`src/rtl/tiny_dnn_out_pkg.sv`:
```
// Shared types and defaults for the accelerator output framer.
// Holds the FSM state encoding, default widths and the skid entry layout.
package tiny_dnn_out_pkg;

    localparam int DW_DEF = 64;
    localparam int LW_DEF = 16;

    typedef enum logic [1:0] {
        IDLE  = 2'd0,
        RUN   = 2'd1,
        DRAIN = 2'd2
    } state_t;

    typedef struct packed {
        logic [DW_DEF-1:0]   data;
        logic [DW_DEF/8-1:0] strb;
        logic                last;
    } skid_entry_t;

endpackage

```
`src/rtl/tiny_dnn_axis_skid.sv`:
```
// Two-entry skid buffer with registered outputs.
// Exposes a registered full flag so upstream ready never depends on downstream ready.
module tiny_dnn_axis_skid #(
    parameter int DW = 64
) (
    input  logic            clk,
    input  logic            rst_n,
    input  logic            push,
    input  logic [DW-1:0]   in_data,
    input  logic [DW/8-1:0] in_strb,
    input  logic            in_last,
    output logic            full,
    output logic            out_valid,
    output logic [DW-1:0]   out_data,
    output logic [DW/8-1:0] out_strb,
    output logic            out_last,
    input  logic            out_ready
);

    logic            skid_valid;
    logic [DW-1:0]   skid_data;
    logic [DW/8-1:0] skid_strb;
    logic            skid_last;

    assign full = skid_valid;

    // The output register refills from the spare entry first so beat order is preserved;
    // when it is stalled, a new beat parks in the spare entry instead.
    always_ff @(posedge clk or negedge rst_n) begin
        if (!rst_n) begin
            out_valid  <= 1'b0;
            out_data   <= '0;
            out_strb   <= '0;
            out_last   <= 1'b0;
            skid_valid <= 1'b0;
            skid_data  <= '0;
            skid_strb  <= '0;
            skid_last  <= 1'b0;
        end else if (!out_valid || out_ready) begin
            if (skid_valid) begin
                out_valid <= 1'b1;
                out_data  <= skid_data;
                out_strb  <= skid_strb;
                out_last  <= skid_last;
                if (push) begin
                    skid_data <= in_data;
                    skid_strb <= in_strb;
                    skid_last <= in_last;
                end else begin
                    skid_valid <= 1'b0;
                end
            end else begin
                out_valid <= push;
                if (push) begin
                    out_data <= in_data;
                    out_strb <= in_strb;
                    out_last <= in_last;
                end
            end
        end else if (push) begin
            skid_valid <= 1'b1;
            skid_data  <= in_data;
            skid_strb  <= in_strb;
            skid_last  <= in_last;
        end
    end

endmodule

```
`src/rtl/tiny_dnn_out_framer.sv`:
```
// Counts accelerator result beats against a programmed length and tags the final one with TLAST.
// Reports busy/done/err_len status for the register block.
module tiny_dnn_out_framer
    import tiny_dnn_out_pkg::*;
#(
    parameter int DW = DW_DEF,
    parameter int LW = LW_DEF
) (
    input  logic            AXIS_ACLK,
    input  logic            AXIS_ARESETN,
    input  logic [LW-1:0]   cfg_len,
    input  logic            start,
    output logic            busy,
    output logic            done,
    output logic            err_len,
    input  logic            S_AXIS_TVALID,
    input  logic [DW-1:0]   S_AXIS_TDATA,
    input  logic [DW/8-1:0] S_AXIS_TSTRB,
    output logic            S_AXIS_TREADY,
    output logic            M_AXIS_TVALID,
    output logic [DW-1:0]   M_AXIS_TDATA,
    output logic [DW/8-1:0] M_AXIS_TSTRB,
    output logic            M_AXIS_TLAST,
    input  logic            M_AXIS_TREADY
);

    state_t        state;
    logic [LW-1:0] len;
    logic [LW-1:0] cnt;
    logic          skid_full;
    logic          push;
    logic          is_last;

    assign S_AXIS_TREADY = (state == RUN) && !skid_full;
    assign push          = S_AXIS_TVALID && S_AXIS_TREADY;
    assign is_last       = (cnt == len - LW'(1));

    tiny_dnn_axis_skid #(.DW(DW)) u_skid (
        .clk       (AXIS_ACLK),
        .rst_n     (AXIS_ARESETN),
        .push      (push),
        .in_data   (S_AXIS_TDATA),
        .in_strb   (S_AXIS_TSTRB),
        .in_last   (is_last),
        .full      (skid_full),
        .out_valid (M_AXIS_TVALID),
        .out_data  (M_AXIS_TDATA),
        .out_strb  (M_AXIS_TSTRB),
        .out_last  (M_AXIS_TLAST),
        .out_ready (M_AXIS_TREADY)
    );

    // Input closes as soon as the last beat is pushed, so cnt cannot wrap within a packet.
    always_ff @(posedge AXIS_ACLK or negedge AXIS_ARESETN) begin
        if (!AXIS_ARESETN) begin
            state   <= IDLE;
            len     <= '0;
            cnt     <= '0;
            busy    <= 1'b0;
            done    <= 1'b0;
            err_len <= 1'b0;
        end else begin
            done    <= 1'b0;
            err_len <= 1'b0;
            case (state)
                IDLE: begin
                    if (start) begin
                        if (cfg_len != '0) begin
                            len   <= cfg_len;
                            cnt   <= '0;
                            busy  <= 1'b1;
                            state <= RUN;
                        end else begin
                            err_len <= 1'b1;
                        end
                    end
                end
                RUN: begin
                    if (push) begin
                        cnt <= cnt + LW'(1);
                        if (is_last) begin
                            state <= DRAIN;
                        end
                    end
                end
                DRAIN: begin
                    if (M_AXIS_TVALID && M_AXIS_TREADY && M_AXIS_TLAST) begin
                        state <= IDLE;
                        busy  <= 1'b0;
                        done  <= 1'b1;
                    end
                end
                default: state <= IDLE;
            endcase
        end
    end

endmodule

```
`config.mk`:
```
export PLATFORM = sky130hd
export DESIGN_NAME = tiny_dnn_out_framer
export DESIGN_NICKNAME = d
export VERILOG_FILES = /design/src/rtl/tiny_dnn_out_pkg.sv /design/src/rtl/tiny_dnn_axis_skid.sv /design/src/rtl/tiny_dnn_out_framer.sv
export SDC_FILE = /design/constraint.sdc
export NUM_CORES = 1
export LEC_CHECK = 0
export ABC_AREA = 1
export CAP_MARGIN = 20
export CELL_PAD_IN_SITES_DETAIL_PLACEMENT = 1
export CELL_PAD_IN_SITES_GLOBAL_PLACEMENT = 1
export CORE_ASPECT_RATIO = 1.1
export CORE_MARGIN = 1.5
export CORE_UTILIZATION = 35
export CTS_CLUSTER_DIAMETER = 200
export DETAILED_ROUTE_END_ITERATION = 10
export GPL_TIMING_DRIVEN = 0
export PLACE_DENSITY = 0.71
export SLEW_MARGIN = 10
export SYNTH_ARGS = -nofsm -noshare
export SYNTH_HDL_FRONTEND = slang
export SYNTH_SLANG_ARGS = --single-unit
```
`constraint.sdc`:
```
create_clock -name AXIS_ACLK -period 5.7 [get_ports AXIS_ACLK]
set_input_delay 1.71 -clock AXIS_ACLK [delete_from_list [all_inputs] [get_ports AXIS_ACLK]]
set_output_delay 1.71 -clock AXIS_ACLK [all_outputs]
set_load 0.005 [all_outputs]
```
## Yosys cells after proc, flatten, opt, wreduce, memory -nomap -nowiden

Cells that the tools add are included.

| operators by class | value |
|---|---|
| add/subtract/negate cells | 2 |
| eq/ne operators | 9 |
| multiplexer cells | 39 |
| reduce and logical (&&, ||, !) cells | 18 |

Operators with widths:

| cell | number |
|---|---|
| $mux 64 | 5 |
| $mux 16 | 3 |
| $mux 8 | 5 |
| $pmux 16 s2 | 1 |
| $mux 1 | 18 |
| $add 16x1->16 const B | 1 |
| $eq 16x16->1 | 1 |
| $reduce_bool 16->1 | 1 |
| $sub 16x1->16 const B | 1 |
| $mux 2 | 5 |
| $reduce_and 4->1 | 2 |
| $reduce_bool 2->1 | 4 |
| $ne 2x1->1 const B | 3 |
| $ne 2x2->1 const B | 3 |
| $pmux 2 s3 | 1 |
| $reduce_and 5->1 | 1 |
| $logic_and 1x1->1 | 4 |
| $reduce_and 3->1 | 1 |
| $eq 2x1->1 const B | 1 |
| $eq 2x2->1 const B | 1 |
| $logic_not 1->1 | 2 |
| $logic_not 2->1 | 1 |
| $pmux 1 s2 | 1 |
| $reduce_and 2->1 | 1 |
| $logic_or 1x1->1 | 1 |

| storage, ports and cells | value |
|---|---|
| flip-flop bits (word level) | 185 |
| bits of input ports | 93 |

## Longest topological paths before layout

| logic depth | value |
|---|---|
| depth in word-level cells | 6 |
| gate-level depth with buffers | 15 |

## Modules after synthesis

From an unflattened synthesis, not the netlist that was laid out.

| second synthesis, totals | value |
|---|---|
| cells, all modules | 1232 |
| area, all modules | 9128.8 um^2 |

By module, submodules not included:

| module | times used | cells each | area each (um^2) | seq. area each (um^2) |
|---|---|---|---|---|
| tiny_dnn_axis_skid | 1 | 871 | 6595.1 | 3703.6 |
| tiny_dnn_out_framer | 1 | 361 | 2533.7 | 925.9 |

## Worst setup path after synthesis

OpenSTA, ideal clock, no wires.

| timing | value |
|---|---|
| path kind | input port to flip-flop |
| start | input port cfg_len[15] |
| end | register cnt[5] |
| arrival time | 2.657 ns |
| data required time | 5.577 ns |
| path slack | 2.920 ns |
| cell stages on the path | 11 |
| buffers on the path | 0 |
| path through | inv_1 nand4_1 nor2_1 nand2_1 nand2_1 nand2_2 nand2_1 nor2_2 inv_1 o21ai_0 a21oi_1 |

| on the way | value |
|---|---|
| cells in the longest elaborated chain, start to end | 3 |

Ends and longest elaborated chain:

| what | RTL line | text |
|---|---|---|
| from (decl) | tiny_dnn_out_framer.sv:11 | `input logic [LW-1:0] cfg_len,` |
| $reduce_bool 16->1 | tiny_dnn_out_framer.sv:68 | `if (cfg_len != '0) begin` |
| $ne 2x2->1 (no source line) | n/a |  |
| $reduce_and 4->1 (no source line) | n/a |  |
| to (signal assigned) | tiny_dnn_out_framer.sv:80 | `cnt <= cnt + LW'(1);` |
| to (decl) | tiny_dnn_out_framer.sv:29 | `logic [LW-1:0] cnt;` |

Every way passes these cells.
A chain may end at the register's enable or synchronous reset.

## Worst setup path in the final report

| timing | value |
|---|---|
| start | register state[1] |
| end | output port S_AXIS_TREADY |

| on the way | value |
|---|---|
| cells in the longest elaborated chain, start to end | 2 |

Ends and longest elaborated chain:

| what | RTL line | text |
|---|---|---|
| from (decl) | tiny_dnn_out_framer.sv:27 | `state_t state;` |
| from (signal assigned) | tiny_dnn_out_framer.sv:56 | `state <= IDLE;` |
| from (signal assigned) | tiny_dnn_out_framer.sv:72 | `state <= RUN;` |
| from (signal assigned) | tiny_dnn_out_framer.sv:82 | `state <= DRAIN;` |
| $eq 2x1->1 | tiny_dnn_out_framer.sv:34 | `assign S_AXIS_TREADY = (state == RUN) && !skid_full;` |
| $logic_and 1x1->1 | tiny_dnn_out_framer.sv:34 |  |
| to (decl) | tiny_dnn_out_framer.sv:19 | `output logic S_AXIS_TREADY,` |

Every way passes these cells.

==> impl_metrics.json <==
{
  "startpoint_type": "register",
  "die-area_sq_um": 26300,
  "cp.arrival_ns": 1.80,
  "cellLeakagePower_nw": 5.34,
  "netlist_top_cells_count": "nand2_1 (260), dfrtp_1 (185), nor2_1 (121), a31oi_1 (73)",
  "switching_share_pct": 32.5,
  "yosysTopAreaCellShare_pct": 52.3,
  "die_y_microns": 170,
  "synth_simple_gate_area_share_pct": 20.6,
  "grt_overflow_total": 0,
  "min_to": "done$_DFF_PN0_",
  "synth_seq_cells": 185,
  "vias_per_cell": 4.93,
  "peakVddDrop_uv": 207,
  "synth-xor-area-share_pct": 1.98,
  "power_mw": 4.60,
  "grt_pass1_wl_mm": 42.6,
  "fp.coreArea_sq_um": 24700,
  "synth.area.mux_share_pct": 11.6,
  "clock-sinks": 185,
  "synthAdderAreaFrac_pct": 0.282,
  "synth_edf_count": 0,
  "start_util_pct": 35.9,
  "design_area_sq_um": 11500,
  "hold_violations": 0,
  "synthDistinctLibCells": 33,
  "rsz0062_at_grt": "false",
  "netlist_area_sq_um": 8860,
  "syn_area_per_cell_sq_um": 9.36,
  "drc": 0,
  "synth_top_cells_by_area": "dfrtp_1 (52%), nand2_1 (11%), mux2_4 (9.8%)",
  "io-pin-count": 171,
  "p_comb_share_pct": 31.8,
  "ctsHoldBuffers": 0,
  "grtUsageTotal_pct": 20.8,
  "post_cts_resized": 0,
  "place_inst": 1427,
  "end_kind": "primary output",
  "maxSlewViolCount": 0,
  "clkLatencyLatePin_ns": 0.44,
  "dr.pass1.iters": 4,
  "p_clk_share_pct": 25.0,
  "cts_root_buf": "clkbuf_16",
  "r2r_end": "state[0]$_DFFE_PN0P_",
  "synth_warnings": 0,
  "rr_startpoint": "len[0]$_DFFE_PN0P_",
  "r2r_cells": 15,
  "crit_required_ns": 3.99,
  "grt_start_max_net_pins": 100,
  "dr_total_vias": 7200,
  "antenna_found_initial": 3,
  "post-route-min-period_ns": 3.51,
  "synth_ff_type": "dfrtp_1",
  "reg2reg_slack_ns": 3.45,
  "drive_above_1_share_pct": 12.9,
  "finalCritPeriodShare_pct": 61.6,
  "setup_slack_ns": 2.19,
  "synth.most_common_cell": "nand2_1",
  "synth_top_area_cell": "dfrtp_1",
  "final_util_pct": 46.7,
  "drv_cap": 0,
  "clock_path_buffers": 2,
  "critPathKind": "register to primary output",
  "syn_inst": 946,
  "cts_inserted_buffers": 17,
  "cts_setup_buffers": 0,
  "fillCellCount": 2837,
  "cts_max_level": 4,
  "grt_pass1_vias": 7891,
  "syn_to_final_growth_pct": 30.3,
  "synthArstFlopShare_pct": 100,
  "worstMarginPinSlew_ns": 0.799,
  "die_x_microns": 155,
  "maxSlewHeadroom_pct": 46.8,
  "synth_top_family_by_area": "simple AND/OR/NAND/NOR gates",
  "dp_hpwl_mm": 18.9,
  "drt-total-wl_mm": 25.8,
  "nets": 1231,
  "gp_congestion": 0.806,
  "finalSetupViolCount": 0,
  "holdPathStages": 1,
  "synth_compound_area_share_pct": 7.67,
  "hold_path.startpoint": "state[0]$_DFFE_PN0P_",
  "seq_power_share_pct": 43.2,
  "whs_ns": 0.492,
  "clock.fmax_mhz": 285,
  "cts_tree": "yes",
  "first_iter_violations": 382,
  "p_switching_mw": 1.50,
  "row_count": 60,
  "syn_nets": 1041,
  "skew_ns": 0.0146,
  "post-place-ws_ns": 1.95,
  "place_area_sq_um": 11000,
  "port_buffers": 170,
  "tns_ns": 0,
  "clk_pin_slew_ns": 0.07,
  "cp_max_fo": 6,
  "outcome": "finished, final reports clean",
  "instances_no_fill": 1460,
  "detail-route-antenna-nets": 0,
  "wl_per_cell_microns": 17.7,
  "hp-class": "register to register",
  "ys_seq_area_share_pct": 52.3,
  "p_int_mw": 3.11,
  "power_density_nw_per_um2": 399
}
==> registers in the layout (all words and copies together) (netlist names) <==
register / cells
busy: 1
cnt: 16
done: 1
err_len: 1
len: 16
state: 2
u_skid.full: 1
u_skid.out_data: 64
u_skid.out_last: 1
u_skid.out_strb: 8
u_skid.out_valid: 1
u_skid.skid_data: 64
u_skid.skid_last: 1
u_skid.skid_strb: 8
==> power groups by stage <==
stage | Combinational (mW) | Clock [mW] | Sequential (mW)
floorplan | 0.811 | 0 | 1.95
global placement | 1.44 | 0 | 2.00
detailed placement | 1.48 | 0 | 2.01
CTS | 1.49 | 1.17 | 1.99
global route | 1.63 | 1.23 | 2.04
finish | 1.46 | 1.15 | 1.99
==> cell usage in the layout, fill, tap and decap left out, types with 6 or more instances in the layout <==
cell type and instances:
nand2_1 260, dfrtp_1 185, clkdlybuf4s50_1 169, nor2_1 121
a31oi_1 73, inv_1 58, mux2_4 58, nand3_1 28
o21ai_0 26, clkbuf_1 20, clkbuf_16 17, mux2_2 14
nand4_1 12, buf_2 12, xnor2_1 10, xor2_1 10
a21oi_1 8, buf_6 7, buf_4 6
==> how the worst max path moves through the flow <==
stage                                to  slack [ns]                  from
floorplan            cnt[5]$_DFFE_PN0P_        2.92           cfg_len[15]
global placement    len[12]$_DFFE_PN0P_       -5.26          AXIS_ARESETN
detailed placement   cnt[1]$_DFFE_PN0P_        1.95           cfg_len[14]
CTS                       S_AXIS_TREADY        2.16  state[1]$_DFFE_PN0P_
global route              S_AXIS_TREADY        2.12  state[1]$_DFFE_PN0P_
finish                    S_AXIS_TREADY        2.19  state[1]$_DFFE_PN0P_
==> metal layers <==
metal | up-vias | track usage [%] | wire length (microns)
li1 | 3484 | - | -
met1 | 3567 | 25.1 | 10800
met2 | 122 | 36.0 | 13000
met3 | 25 | 6.62 | 1610
met4 | 2 | 5.39 | 366
met5 | - | 0 | 13
==> worst max-delay path, stage by stage, from the launching register on <==
cell             delay, ns
dfrtp_1               0.43
nor2_4                0.23
inv_4                 0.10
nor2_8                0.11
clkdlybuf4s50_1       0.50
==> area by class of cell <==
| cell class | instances | area [sq um] | share of cell area [%] |
|---|---|---|---|
| plain buffers | 45 | 259 | 2.24 |
| clock buffers | 17 | 425 | 3.69 |
| flip-flops and latches | 185 | 4630 | 40.1 |
| multi-input cells | 653 | 3730 | 32.3 |
| repair buffers | 171 | 1730 | 15.0 |
| clock inverters | 14 | 130 | 1.13 |
| inverters | 63 | 239 | 2.07 |
| diodes | 2 | 5.00 | 0.0434 |
| well taps | 310 | 388 | 3.36 |
==> cell families (layout without fill, tap and decap cells) <==
| family | after synthesis | after routing |
|---|---|---|
| other cells | 0 | 2 |
| xor+xnor | 20 | 20 |
| mux | 72 | 72 |
| flops | 185 | 185 |
| compound gates | 114 | 114 |
| simple gates | 445 | 445 |
| buf+inv | 108 | 310 |
| fa+ha+maj | 2 | 2 |
No activity file was read; power rests on OpenSTA's default activity.
